`config.mk`:
```
export PLATFORM = sky130hd
export DESIGN_NAME = ika87ad_busarb_flat
export DESIGN_NICKNAME = d
export VERILOG_FILES = /design/src/rtl/ika87ad_busarb_if.sv /design/src/rtl/ika87ad_busarb.sv /design/src/flat_wrapper.sv
export SDC_FILE = /design/constraint.sdc
export NUM_CORES = 1
export LEC_CHECK = 0
export CORE_MARGIN = 2
export CORE_UTILIZATION = 35
export CTS_BUF_LIST = sky130_fd_sc_hd__clkbuf_8
export DETAILED_ROUTE_END_ITERATION = 16
export MAX_ROUTING_LAYER = met4
export PLACE_DENSITY = 0.72
export SKIP_CTS_REPAIR_TIMING = 1
export SLEW_MARGIN = 10
export SYNTH_ARGS = -nofsm -noshare
export SYNTH_HDL_FRONTEND = slang
export SYNTH_SLANG_ARGS = --single-unit
```
`constraint.sdc`:
```
create_clock -name i_EMUCLK -period 2.9 [get_ports i_EMUCLK]
set_input_delay 0.58 -clock i_EMUCLK [delete_from_list [all_inputs] [get_ports i_EMUCLK]]
set_output_delay 0.58 -clock i_EMUCLK [all_outputs]
set_load 0.03 [all_outputs]
```
`src/rtl/ika87ad_busarb_if.sv`:
```
// Shared memory port between the bus arbiter (master) and the single memory (slave).
// Level request held until a one-cycle ack strobe; read data is sampled in the ack cycle.
interface ika87ad_busarb_if;
    logic        req;
    logic        we;
    logic [15:0] a;
    logic [7:0]  d;
    logic [7:0]  q;
    logic        ack;

    modport master (output req, we, a, d, input q, ack);
    modport slave  (input req, we, a, d, output q, ack);
endinterface

```
`src/rtl/ika87ad_busarb.sv`:
```
// Serialises IKA87AD CPU and host accesses onto one memory port, freezing the CPU while its access is outstanding.
// Grant one cycle after request; CPU is stalled combinationally until the cycle after ack; watchdog aborts after TIMEOUT.
module ika87ad_busarb #(
    parameter int unsigned TIMEOUT = 255
) (
    input  logic             i_EMUCLK,
    input  logic             i_RST,
    input  logic             i_PCEN,
    output logic             o_CPU_PCEN,
    input  logic [15:0]      i_CPU_A,
    input  logic             i_CPU_RD_n,
    input  logic             i_CPU_WR_n,
    input  logic [7:0]       i_CPU_DO,
    output logic [7:0]       o_CPU_DI,
    input  logic             i_HOST_REQ,
    input  logic             i_HOST_WE,
    input  logic [15:0]      i_HOST_A,
    input  logic [7:0]       i_HOST_D,
    output logic [7:0]       o_HOST_Q,
    output logic             o_HOST_ACK,
    ika87ad_busarb_if.master mem,
    output logic             o_TIMEOUT
);
    localparam logic [15:0] WD_LIMIT = 16'(TIMEOUT);

    typedef enum logic [1:0] {IDLE, CPU_ACC, HOST_ACC} state_t;

    state_t      state;
    logic        cpu_done;
    logic        last_host;
    logic [15:0] wd_cnt;

    logic cpu_strb, cpu_pend, host_pend, stall, wd_expired, cpu_wins;

    assign cpu_strb   = ~i_CPU_RD_n | ~i_CPU_WR_n;
    assign cpu_pend   = cpu_strb & ~cpu_done;
    // The host still holds its request in the ack cycle; don't regrant it there.
    assign host_pend  = i_HOST_REQ & ~o_HOST_ACK;
    assign stall      = cpu_pend & ~i_RST;
    assign o_CPU_PCEN = i_PCEN & ~stall;
    assign wd_expired = (wd_cnt == WD_LIMIT);
    assign cpu_wins   = cpu_pend & (~host_pend | last_host);

    always_ff @(posedge i_EMUCLK) begin
        if (i_RST) begin
            state      <= IDLE;
            mem.req    <= 1'b0;
            mem.we     <= 1'b0;
            mem.a      <= 16'h0000;
            mem.d      <= 8'h00;
            o_CPU_DI   <= 8'hFF;
            o_HOST_Q   <= 8'h00;
            o_HOST_ACK <= 1'b0;
            o_TIMEOUT  <= 1'b0;
            cpu_done   <= 1'b0;
            last_host  <= 1'b1;
            wd_cnt     <= 16'h0000;
        end else begin
            o_HOST_ACK <= 1'b0;
            if (!cpu_strb)
                cpu_done <= 1'b0;

            case (state)
                IDLE: begin
                    wd_cnt <= 16'h0000;
                    if (cpu_wins) begin
                        state     <= CPU_ACC;
                        mem.req   <= 1'b1;
                        mem.we    <= ~i_CPU_WR_n;
                        mem.a     <= i_CPU_A;
                        mem.d     <= i_CPU_DO;
                        last_host <= 1'b0;
                    end else if (host_pend) begin
                        state     <= HOST_ACC;
                        mem.req   <= 1'b1;
                        mem.we    <= i_HOST_WE;
                        mem.a     <= i_HOST_A;
                        mem.d     <= i_HOST_D;
                        last_host <= 1'b1;
                    end
                end
                CPU_ACC: begin
                    if (mem.ack) begin
                        if (!mem.we)
                            o_CPU_DI <= mem.q;
                        cpu_done <= 1'b1;
                        mem.req  <= 1'b0;
                        state    <= IDLE;
                    end else if (wd_expired) begin
                        if (!mem.we)
                            o_CPU_DI <= 8'hFF;
                        cpu_done  <= 1'b1;
                        mem.req   <= 1'b0;
                        o_TIMEOUT <= 1'b1;
                        state     <= IDLE;
                    end else begin
                        wd_cnt <= wd_cnt + 16'd1;
                    end
                end
                HOST_ACC: begin
                    // An ack coinciding with watchdog expiry still counts as a normal completion.
                    if (mem.ack) begin
                        if (!mem.we)
                            o_HOST_Q <= mem.q;
                        o_HOST_ACK <= 1'b1;
                        mem.req    <= 1'b0;
                        state      <= IDLE;
                    end else if (wd_expired) begin
                        o_HOST_Q   <= 8'hFF;
                        o_HOST_ACK <= 1'b1;
                        mem.req    <= 1'b0;
                        o_TIMEOUT  <= 1'b1;
                        state      <= IDLE;
                    end else begin
                        wd_cnt <= wd_cnt + 16'd1;
                    end
                end
                default: state <= IDLE;
            endcase
        end
    end
endmodule

```
`src/flat_wrapper.sv`:
```
// flat-port wrapper written by rule: the top's interface ports become plain ports
module ika87ad_busarb_flat 
#(
    parameter int unsigned TIMEOUT = 255
)
  (i_EMUCLK, i_RST, i_PCEN, o_CPU_PCEN, i_CPU_A, i_CPU_RD_n, i_CPU_WR_n, i_CPU_DO, o_CPU_DI, i_HOST_REQ, i_HOST_WE, i_HOST_A, i_HOST_D, o_HOST_Q, o_HOST_ACK, o_TIMEOUT, mem_req, mem_we, mem_a, mem_d, mem_q, mem_ack);
  ika87ad_busarb_if mem_i ();
  input  logic i_EMUCLK;
  input  logic i_RST;
  input  logic i_PCEN;
  output logic o_CPU_PCEN;
  input  logic [15:0] i_CPU_A;
  input  logic i_CPU_RD_n;
  input  logic i_CPU_WR_n;
  input  logic [7:0] i_CPU_DO;
  output logic [7:0] o_CPU_DI;
  input  logic i_HOST_REQ;
  input  logic i_HOST_WE;
  input  logic [15:0] i_HOST_A;
  input  logic [7:0] i_HOST_D;
  output logic [7:0] o_HOST_Q;
  output logic o_HOST_ACK;
  output logic o_TIMEOUT;
  output wire logic [$bits(mem_i.req)-1:0] mem_req;
  output wire logic [$bits(mem_i.we)-1:0] mem_we;
  output wire logic [$bits(mem_i.a)-1:0] mem_a;
  output wire logic [$bits(mem_i.d)-1:0] mem_d;
  input wire logic [$bits(mem_i.q)-1:0] mem_q;
  input wire logic [$bits(mem_i.ack)-1:0] mem_ack;
  assign mem_req = mem_i.req;
  assign mem_we = mem_i.we;
  assign mem_a = mem_i.a;
  assign mem_d = mem_i.d;
  assign mem_i.q = mem_q;
  assign mem_i.ack = mem_ack;
  ika87ad_busarb #(.TIMEOUT(TIMEOUT)) u_core (.i_EMUCLK(i_EMUCLK), .i_RST(i_RST), .i_PCEN(i_PCEN), .o_CPU_PCEN(o_CPU_PCEN), .i_CPU_A(i_CPU_A), .i_CPU_RD_n(i_CPU_RD_n), .i_CPU_WR_n(i_CPU_WR_n), .i_CPU_DO(i_CPU_DO), .o_CPU_DI(o_CPU_DI), .i_HOST_REQ(i_HOST_REQ), .i_HOST_WE(i_HOST_WE), .i_HOST_A(i_HOST_A), .i_HOST_D(i_HOST_D), .o_HOST_Q(o_HOST_Q), .o_HOST_ACK(o_HOST_ACK), .mem(mem_i), .o_TIMEOUT(o_TIMEOUT));
endmodule
```
After elaboration in Yosys (flattened, before gate mapping)
Cells that the tools add are included.

storage, ports and cells
  register bits after elaboration = 64
  input bits = 64
  output and inout bits = 45

cells by class
  add/subtract/negate cells = 1
  eq/ne operators = 8
  multiplexer cells = 32
  bitwise logic cells = 17
  reduce and logical (&&, ||, !) cells = 13

operators with widths
  kind                                                                      number
  16-bit two-way mux                                                        4
  8-bit two-way mux                                                         8
  16-bit one-hot mux with 2 select lines                                    1
  16-bit by 1-bit adder with 16-bit output (second input constant)          1
  16-bit by 8-bit == test with 1-bit output (second input constant)         1
  3-bit AND reduction                                                       5
  1-bit two-way mux                                                         13
  1-bit NOT                                                                 10
  2-bit two-way mux                                                         4
  2-bit inequality test (second input constant)                             3
  3-bit by 1-bit inequality test with 1-bit output (second input constant)  2
  2-bit nonzero test                                                        3
  1-bit bitwise AND                                                         5
  2-bit one-hot mux with 2 select lines                                     1
  2-bit AND reduction                                                       2
  2-bit OR reduction                                                        2
  2-bit by 1-bit == test with 1-bit output (second input constant)          1
  2-bit == test (second input constant)                                     1
  2-bit logical NOT                                                         1
  1-bit OR                                                                  2
  1-bit one-hot mux with 2 select lines                                     1

Logic depth before layout (Yosys ltp)
  word-level depth = 7
  gate-level depth with buffers = 7

Worst setup path after synthesis
Ideal clock, no wire load.

  path type = reg2reg
  from = register u_core.wd_cnt[0]
  to = register u_core.wd_cnt[6]
  setup time = 0.070 ns
  arrival = 1.757 ns
  required time = 2.830 ns
  setup slack = 1.073 ns
  stages on the path, launching flop included = 8
  path buffers = 2
  cell sequence = dfxtp_1 -> ha_1 -> and3_1 -> buf_6 -> a41o_1 -> buf_6 -> or4_1 -> a21oi_1

between the ends
  cells in the longest elaborated chain, start to end = 4
  elaborated cells between the ends (all ways) = 7

RTL lines
  what                                      RTL line                                     RTL
  start: declaration                        ika87ad_busarb.sv:31                         logic [15:0] wd_cnt;
  start signal: assignment                  ika87ad_busarb.sv:97                         wd_cnt <= wd_cnt + 16'd1;
  start signal: assignment                  ika87ad_busarb.sv:115                        wd_cnt <= wd_cnt + 16'd1;
  16-bit by 1-bit adder with 16-bit output  ika87ad_busarb.sv:97, ika87ad_busarb.sv:115
  16-bit two-way mux                        ika87ad_busarb.sv:89, ika87ad_busarb.sv:108
  16-bit two-way mux                        ika87ad_busarb.sv:102                        if (mem.ack) begin
  16-bit one-hot mux with 2 select lines    ika87ad_busarb.sv:63                         case (state)

Several ways; a longest one is shown, not always the timed one. The select of a mux whose other input is x is not followed.
A chain may end at the register's enable or synchronous reset.

Worst setup path after layout
  from = input i_RST
  to = output o_CPU_PCEN

between the ends
  cells in the longest elaborated chain, start to end = 4

RTL lines
  what                RTL line              RTL
  start: declaration  flat_wrapper.sv:9     input logic i_RST;
  1-bit NOT           ika87ad_busarb.sv:39  assign stall = cpu_pend & ~i_RST;
  1-bit bitwise AND   ika87ad_busarb.sv:39
  1-bit NOT           ika87ad_busarb.sv:40  assign o_CPU_PCEN = i_PCEN & ~stall;
  1-bit bitwise AND   ika87ad_busarb.sv:40
  end: declaration    flat_wrapper.sv:11    output logic o_CPU_PCEN;

No other way between the ends.

==> metrics.yaml <==
status: "finished, final reports clean"
post-layout-total-power_w: 0.00339
syn-cell-area_sq_um: 3090
tritoncts: "done"
max-clock-path-buffers: 2
rsz0062_at_grt: "false"
ys_seq_elements: 64
postSynthCellCount: 346
grt_util_met3_pct: 4.44
tightest_slew_ns: 0.624
synth.largest_area_cell: "sky130_fd_sc_hd__dfxtp_1"
power.static_leakage_nw: 1.71
grt_start_max_net_pins: 31
fin_tns_setup_ns: 0
insertedDiodeCount: 0
post_drt_via_cell_ratio: 5.51
synth_top_cells_by_count: "64 x sky130_fd_sc_hd__dfxtp_1, 44 x sky130_fd_sc_hd__nor2_1, 27 x sky130_fd_sc_hd__a211oi_1, 26 x sky130_fd_sc_hd__mux2i_1, 17 x sky130_fd_sc_hd__clkbuf_1"
finalClockSkew_ns: 0.00670
synthMostInstantiatedCell: "sky130_fd_sc_hd__dfxtp_1"
report.final.slew_viol_count: 0
final_min_period_over_clock_period_pct: 80.5
setup_violators_final: 0
ant_nets: 0
grt_pass1_wl_microns: 14200
timing.critical_path.cells: "clkdlybuf4s50_1 > o21a_1 > buf_4"
place.detailed.instances: 542
synthArstFlopShare_pct: 0
synth_enable_flop_cells: 0
cts_root_buffer: "sky130_fd_sc_hd__clkbuf_8"
fin_hold_ws_ns: 0.470
crit_required_ns: 2.32
postRouteWirelength_microns: 8540
period_needed_ns: 2.33
timing.critical_path.from_type: "input port"
max_cap_violations: 0
p_per_area_nw_per_um2: 752
placeableCoreArea_sq_um: 8640
cts_htree_levels: 3
clock-sinks: 64
place.gp.congestion: 0.805
avgRoutedWirePerCell_microns: 15.3
hold_violations: 0
synth.area.top_cells: "sky130_fd_sc_hd__dfxtp_1 41%, sky130_fd_sc_hd__mux2i_1 8.4%, sky130_fd_sc_hd__a211oi_1 6.6%"
postSynthNetCount: 415
synthDistinctLibCells: 50
worst-path-buf-inv: 2
drtIter0Drc: 251
io-pin-count: 109
number_of_optimization_iterations_in_the_first_detailed_route_pass: 6
critical_path.max_stage_delay_ns: 0.77
drt_drc_violations_left: 0
vias: 3077
min-delay-path-class: "register to register"
globalRouteMet2Util_pct: 28.9
path_delay_family: "buffers and inverters"
timing.critical_path.slowest_stage_cell: "sky130_fd_sc_hd__clkdlybuf4s50_1"
grt_overflow_total: 0
critical_path_peak_fanout: 12
ys.flop_type: "sky130_fd_sc_hd__dfxtp_1"
core.rowCount: 34
critPathCaptureType: "output port"
die_area_sq_um: 9600
port_buffer_count: 108
floorplan.initialDensity_pct: 35.8
cts-buffers-inserted: 9
irDropWorstVdd_uv: 393
dieHeight_microns: 98.0
dp.final_hpwl_microns: 6100
design.final.nets: 514
synth_seq_area_share_pct: 41.4
syn2layout_area_growth_pct: 45.6
postLayoutCellArea_sq_um: 4500
relSlewSlack_pct: 58.0
final_cell_count_no_fill: 558
dieWidth_microns: 98.0
netlist.area_leader.share_pct: 41.4
final_layout_size_suffix_gt1_share_pct: 7.33
first_global_vias: 2967
worstSetupPathType: "input port to output port"
timing.fmax_ghz: 0.428
arrival_ns: 1.75
synth_warnings: 0
grt_busiest_layer: "met2"
postPlaceCellArea_sq_um: 4250
grt_total_usage_pct: 18.7
antenna_found_initial: 0
worst_skew_pair.late_latency_ns: 0.34
global_route.usage.met1_pct: 22.6
worst_setup_hold_path_clk_slew_ns: 0.07
postSynthAreaPerCell_sq_um: 8.94
final timing paths:
path                         start                end  slack, ns  cells past startpoint
setup / recovery             i_RST         o_CPU_PCEN       0.57                      3
setup reg to reg  u_core.wd_cnt[0]  u_core.wd_cnt[14]       0.68                      5
hold / removal     u_core.cpu_done    u_core.cpu_done       0.47                      2
hold reg to reg    u_core.cpu_done    u_core.cpu_done       0.47                      2
flip-flops by register name, indices dropped and copies added (netlist names):
name	count
u_core.mem.a	16
u_core.wd_cnt	16
u_core.mem.d	8
u_core.o_CPU_DI	8
u_core.o_HOST_Q	8
u_core.state	2
u_core.cpu_done	1
u_core.last_host	1
u_core.mem.req	1
u_core.mem.we	1
u_core.o_HOST_ACK	1
u_core.o_TIMEOUT	1
tightest hold or removal path, stage by stage, from the launching register on:
cell,delay (ns)
sky130_fd_sc_hd__dfxtp_1,0.32
sky130_fd_sc_hd__nand2_1,0.06
sky130_fd_sc_hd__a21oi_1,0.05
power by group:
group          internal (W)  total [W]  leakage (nW)  switching, W
combinational      0.000555    0.00130          1.06      0.000746
sequential          0.00103    0.00112         0.524     0.0000910
clock              0.000616   0.000969         0.126      0.000353
final cells by class:
type | count | area [sq um]
tap | 108 | 135
multi-input combinational | 245 | 1640
inverter | 8 | 30.0
clock inverter | 5 | 103
fill | 780 | 4130
sequential | 64 | 1280
clock buffer | 11 | 151
timing repair buffer | 117 | 1160
through the flow:
step | setup WS [ns] | utilization (%)
floorplan | 1.07 | -
global placement | 0.533 | 49.2
detailed placement | 0.469 | 49.2
CTS | 0.595 | 52.1
global route | 0.537 | 52.1
finish | 0.565 | 52.1
logic make-up after synthesis:
group,after synthesis,synth area share (%)
AO/OA/AOI/OAI,109,25.2
AND/OR/NAND/NOR,105,17.2
flip-flops,64,41.4
buffers and inverters,37,5.78
multiplexers,26,8.41
adder cells (fa/ha/maj),5,2.02
metal layers:
layer  share of wire (%)  up-vias
li1                    -     1509
met1                  44     1413
met2                  46      133
met3                 6.4       22
met4                 3.2        0
met5                   0        -
layout by cell type, fill, tap and decap left out, drive strengths merged, types with 2 or more instances in the layout:
master,synthesis,layout
a211oi,27,27
a21oi,15,15
a31oi,6,6
a41oi,5,5
and3,6,6
and4,3,3
buf,11,10
bufinv,0,3
clkbuf,18,11
clkdlybuf4s50,0,107
dfxtp,64,64
ha,5,5
inv,8,8
mux2i,26,26
nand2,14,14
nand2b,5,5
nand3,7,7
nand4,4,4
nor2,44,44
nor2b,2,2
nor3,3,3
nor4,4,4
o211ai,2,2
o21a,2,2
o21ai,16,16
o221ai,8,8
o311ai,11,11
o31ai,4,4
o32ai,2,2
or2,2,2
or3,5,5
or4,4,4
Note: power is estimated with default switching activity, not from simulation.
